### src/rtl/adder_tree_rr_sched.sv
// Round-robin scheduler that shares one pipelined adder tree among REQ_N
// requesters and returns each tree sum with the tag of its requester.
//
// Ports:
//   clk, rst              clock, synchronous active-high reset
//   i_req_valid/data      per-requester operand vectors
//   o_req_ready           one-hot combinational grant
//   i_hold                suppresses new issue; in-flight work drains
//   o_tree_data/valid     registered issue to the adder tree
//   i_tree_sum            tree result, TREE_LAT cycles after issue
//   o_res_valid/id/data   tagged result strobe
//   o_busy                work issued but not yet returned
//   o_issue_cnt           wrapping count of accepted vectors
module adder_tree_rr_sched #(
    parameter int REQ_N    = 4,
    parameter int I_DATA_W = 3,
    parameter int I_DATA_N = 8,
    parameter int O_DATA_W = 7,
    parameter int TREE_LAT = 3
) (
    input  logic                                          clk,
    input  logic                                          rst,
    input  logic [REQ_N-1:0]                              i_req_valid,
    input  logic [0:REQ_N-1][0:I_DATA_N-1][I_DATA_W-1:0]  i_req_data,
    output logic [REQ_N-1:0]                              o_req_ready,
    input  logic                                          i_hold,
    output logic [0:I_DATA_N-1][I_DATA_W-1:0]             o_tree_data,
    output logic                                          o_tree_valid,
    input  logic [O_DATA_W-1:0]                           i_tree_sum,
    output logic                                          o_res_valid,
    output logic [$clog2(REQ_N)-1:0]                      o_res_id,
    output logic [O_DATA_W-1:0]                           o_res_data,
    output logic                                          o_busy,
    output logic [15:0]                                   o_issue_cnt
);

    localparam int ID_W = $clog2(REQ_N);

    logic [ID_W-1:0]     ptr;
    logic [ID_W-1:0]     ptr_nxt;
    logic [ID_W-1:0]     issue_id;
    logic [ID_W-1:0]     gidx;
    logic [ID_W-1:0]     scan;
    logic                gany;
    logic [TREE_LAT-1:0] tag_v;
    logic [ID_W-1:0]     tag_id [TREE_LAT];

    // Scan upward from ptr (mod REQ_N); first valid requester wins.
    always_comb begin
        gany        = 1'b0;
        gidx        = '0;
        scan        = '0;
        o_req_ready = '0;
        for (int i = 0; i < REQ_N; i++) begin
            if (int'(ptr) + i >= REQ_N)
                scan = ID_W'(int'(ptr) + i - REQ_N);
            else
                scan = ID_W'(int'(ptr) + i);
            if (!gany && i_req_valid[scan]) begin
                gany = 1'b1;
                gidx = scan;
            end
        end
        if (rst || i_hold)
            gany = 1'b0;
        if (gany)
            o_req_ready[gidx] = 1'b1;
    end

    always_comb begin
        if (int'(gidx) == REQ_N - 1)
            ptr_nxt = '0;
        else
            ptr_nxt = gidx + ID_W'(1);
    end

    assign o_busy = o_tree_valid | (|tag_v);

    always_ff @(posedge clk) begin
        if (rst) begin
            ptr          <= '0;
            issue_id     <= '0;
            o_tree_data  <= '0;
            o_tree_valid <= 1'b0;
            o_issue_cnt  <= '0;
            tag_v        <= '0;
            for (int k = 0; k < TREE_LAT; k++)
                tag_id[k] <= '0;
            o_res_valid  <= 1'b0;
            o_res_id     <= '0;
            o_res_data   <= '0;
        end else begin
            o_tree_valid <= gany;
            if (gany) begin
                ptr         <= ptr_nxt;
                issue_id    <= gidx;
                o_tree_data <= i_req_data[gidx];
                o_issue_cnt <= o_issue_cnt + 16'd1;
            end
            // Tags follow the vector through the tree, one stage per cycle.
            tag_v[0]  <= o_tree_valid;
            tag_id[0] <= issue_id;
            for (int k = 1; k < TREE_LAT; k++) begin
                tag_v[k]  <= tag_v[k-1];
                tag_id[k] <= tag_id[k-1];
            end
            o_res_valid <= tag_v[TREE_LAT-1];
            if (tag_v[TREE_LAT-1]) begin
                o_res_id   <= tag_id[TREE_LAT-1];
                o_res_data <= i_tree_sum;
            end
        end
    end

endmodule

### config.mk
export PLATFORM = sky130hd
export DESIGN_NAME = adder_tree_rr_sched
export DESIGN_NICKNAME = d
export VERILOG_FILES = /design/src/rtl/adder_tree_rr_sched.sv
export SDC_FILE = /design/constraint.sdc
export NUM_CORES = 1
export LEC_CHECK = 0
export BUFFER_PORTS_ARGS = -buffer_cell sky130_fd_sc_hd__buf_2
export CAP_MARGIN = 20
export CORE_ASPECT_RATIO = 0.8
export CORE_UTILIZATION = 30
export DETAILED_ROUTE_END_ITERATION = 10
export PLACE_DENSITY = 0.58
export RECOVER_POWER = 50
export SLEW_MARGIN = 20
export SYNTH_ARGS = -nofsm -noshare
export SYNTH_HDL_FRONTEND = slang
export SYNTH_SLANG_ARGS = --single-unit
### constraint.sdc
create_clock -name clk -period 3.7 [get_ports clk]
set_clock_uncertainty 0.2 [all_clocks]
set_input_delay 0.74 -clock clk [delete_from_list [all_inputs] [get_ports clk]]
set_output_delay 0.74 -clock clk [all_outputs]
set_load 0.02 [all_outputs]
==> results.txt <==
The run finished, with violations left. The checks that failed: DRC. The count of cells along the worst register-to-register path is 5. After clock tree synthesis, the repair step resized 0 gates. The smallest setup slack after layout is 0.603 ns.

The total count of hold-check failures in the final report was 0. The count of nets left with antenna violations once routing finished came out at 0. The die area is around 13000 µm². By startpoint and endpoint, the worst setup path is classified as primary input to output pin.

The detailed-route via count is 3817. The count of buffers inserted at the top-level ports is 165. Sequential cells were found to cover between 30% and 40% of the synthesized design area.

The number of antenna violations at the first check in global routing is 0. The register clock-pin slew on the reported worst setup and hold paths is ~0.050 ns. The number of setup violations in the final report came out at 0. The number of clock buffers added by TritonCTS is 9. The highest clock rate came out at approximately 320 MHz. The kind of end point of the critical path is an output pin. The buffering stage count on the worst path with inverters included is 3. The most used standard cell by instance count after synthesis is nor2_1. In this run the horizontal extent of the chip is 125 µm. Setup repair after global routing left no endpoint under its margin.

The synthesized area per cell is 7.67 µm². The largest net degree at the start of global routing came out at 97. The core region area came out at 11700 µm². The critical path's largest stage delay came out at 0.40 ns. The part of the power in combinational logic is 20.1%. The number of DRC markers in iteration 0 is 111.

The relative contribution of the clock network to total power came out at about 44%. The register share of total power is 35.7%. The final critical-path required period came out at 3.10 ns. After synthesis, the cell types taking the most area are dfxtp_1 (35%), and3_1 (9.1%), a21boi_0 (8.0%). The buffer depth of the longest clock path came out at 2. The commonest cells after synthesis are nor2_1 (73), dfxtp_1 (64), and3_1 (53). The standby leakage power is 0.00207 µW.

The cell row count came out at 35. The via count of the first global-routing pass came out at approximately 3500. The total number of clock tree sinks is 64. The maximum fanout along the worst path is 5. The number of nets produced by synthesis is approximately 600. TritonCTS built the clock tree. The switching power summed over all nets came out at 609 µW.

The kind of cell with the highest combined delay along the critical path is simple AND/OR/NAND/NOR gates. The final max-slew violation count was 0. The average wire length per cell after detail routing is roughly 14 µm.

Summing all placed instances gives a cell area of 4590 µm². The vertical extent of the die came out at 101 µm. For this configuration, the core starts out at a cell density of 31.3%. The arrival time at the worst endpoint came out at around 2.2 ns. The library cell used as clock root buffer is clkbuf_16.

The repair_antennas step left the layout with diodes totalling 0. The area of all placed cells without fillers came out at between 4000 and 5000 µm². The synthesis-stage register bit count is between 60 and 70.

The first-pass detailed-route iteration total came out at 8. The number of synthesized flops with an enable pin is 0. The total global routing track utilization came out at about 17%. The area share of the leading cell type in the synthesized netlist came out at 35.0%.

Internal power comes to 1500 µW. Yosys printed 0 warnings. The area growth from synthesis to layout is 33.0%. The clock insertion delay at the later pin of the skew report came out at approximately 0.33 ns. The cell count after synthesis came out at 477.

The launching element type of the critical path is a primary input. The most area-hungry cell type in the Yosys netlist is dfxtp_1. The accumulated negative setup slack came out at 0 ns. The global-route wire length before repair is around 17 mm.

Dividing total power by cell area gives a power density of 433 nW/µm². Routability-driven placement finished with a final weighted congestion of 0.749. Counting tap cells, the placed design contains a total of 760 instances.

The maximum vdd drop came out at 0.000216 V. Among all stages on the critical path, the largest delay is contributed by a311oi_2. In this run switching power makes up slightly below 30% of total power. The count of cells in the finished layout, fillers not included, comes to 776.

The number of cells on the critical path came out at 8. The share of cells above drive strength 1 is 25.2%. The worst hold path belongs to the class flop to flop. The buffers inserted during post-CTS setup optimization is 0.

The relative slew slack came out at approximately a third. The mean number of vias per cell came out at 4.92. The final cycle utilization of the critical path is around 84%.

For this run, asynchronously set or reset flops after synthesis account for 0%. The total number of H-tree levels is 3. Along the worst hold path, the cell count comes to 1. At the worst endpoint, the required time is 2.76 ns. Traced cell by cell, the critical path runs through buf_2 -> nor2b_1 -> a311oi_2 -> or2_2 -> inv_1 -> ha_1 -> and2_1 -> buf_2. The count of hold buffers inserted by post-cts repair is 0. The number of maximum-capacitance violations came out at 0. The wire length reported by the detailed router is 11.1 mm.

For the pin with the worst max-slew slack, the measured transition is 0.984 ns. Once detailed placement completed, the half-perimeter wirelength came to 7.85 mm. The final design utilization came out at 41.6%. By instance count, the cell type seen most on the critical path is buf_2. The total overflow reported by the global router came out at 0. The number of distinct library cells after synthesis is 40.

The total standard cell area after synthesis is 3660 µm². The number of nets in the layout is 735. The most used flip-flop cell after synthesis is dfxtp_1. The number of ports placed on the die boundary came out at 166.

The worst setup slack for register-to-register paths is approximately 1.4 ns. The post-detailed-route DRC marker count came out at 6. At the placement stage, the worst setup path has a slack of 0.603 ns.
-- path summary, 6_finish.rpt --
check	start	end
max	i_req_valid[2]	o_req_ready[3]
min	tag_id[0][0]	tag_id[1][0]
max reg2reg	ptr[1]	o_tree_data[0]
min reg2reg	tag_id[0][0]	tag_id[1][0]
-- layout make-up --
type                            count  area (µm²)
Fill cell                        1212        6830
Multi-Input combinational cell    346        2130
Clock inverter                      7         103
Tap cell                          148         185
Inverter                           28         105
Clock buffer                        9         225
Sequential cell                    64        1280
Timing Repair Buffer              174         842
-- power groups by stage --
stage | registers (µW) | logic, µW | clock network, µW
floorplan | 799 | 249 | 0
global placement | 765 | 426 | 0
detailed placement | 766 | 433 | 0
CTS | 751 | 435 | 959
global route | 756 | 472 | 992
finish | 752 | 424 | 930
-- worst register-to-register path, delay by kind of cell, from the launching register on --
family / cells / cell delay, ns
buffers and inverters: 1 / 0.59
AND/OR/NAND/NOR: 1 / 0.21
flip-flops: 1 / 0.50
AO/OA/AOI/OAI: 3 / 0.64
-- metal layers --
metal	wire length [µm]	track usage (%)	share of wire, %	vias to the layer above
met5	0	0	0	-
met4	170	5.07	1.5	0
met3	626	5.57	5.6	13
met2	5200	28.6	47	94
met1	5080	21.7	46	1746
li1	-	-	-	1964
-- placed cells by master, fill, tap and decap left out, types with 3 or more instances in the layout --
cell type    n
o21ai_0      6
clkbuf_16    9
nand4_1      3
o21ai_1     22
nand3_1      4
nor2_1      72
a21oi_1     34
and3_1      53
buf_2      124
clkbuf_1    41
mux2i_1      9
o32ai_1     24
nand2b_1     5
buf_4        9
dfxtp_1     64
inv_6        3
xor2_1       7
a21boi_0    39
xnor2_1      4
nor2b_1     12
or3_1        4
inv_1       28
a21boi_1     9
nand2_1     17
-- sequential cells by signal, summed over array words and instances, names as in the netlist --
signal	cells
issue_id	2
o_res_valid	1
o_issue_cnt	16
o_res_id	2
ptr	2
o_tree_data	24
tag_v	3
o_res_data	7
o_tree_valid	1
tag_id	6
-- metrics by stage --
step | total power [µW] | hold slack (ns)
6_report | 2110 | 0.239
2_1_floorplan | 1050 | 0.214
5_1_grt | 2220 | 0.246
4_1_cts | 2150 | 0.240
3_5_place_dp | 1200 | 0.225
3_3_place_gp | 1190 | 0.222
-- cell families (layout without fill, tap and decap cells) --
| kind of cell | Yosys count | in the layout | synth area share [%] |
|---|---|---|---|
| xor gates and xnor gates | 11 | 11 | 2.63 |
| AOI/OAI and AO/OA | 139 | 139 | 25.5 |
| adders and majority gates | 2 | 2 | 0.684 |
| DFF | 64 | 64 | 35.0 |
| and+or+nand+nor | 185 | 185 | 26.3 |
| muxes | 9 | 9 | 2.46 |
| buffers and inverters | 67 | 218 | 7.45 |
No activity file was read; power rests on OpenSTA's default activity.
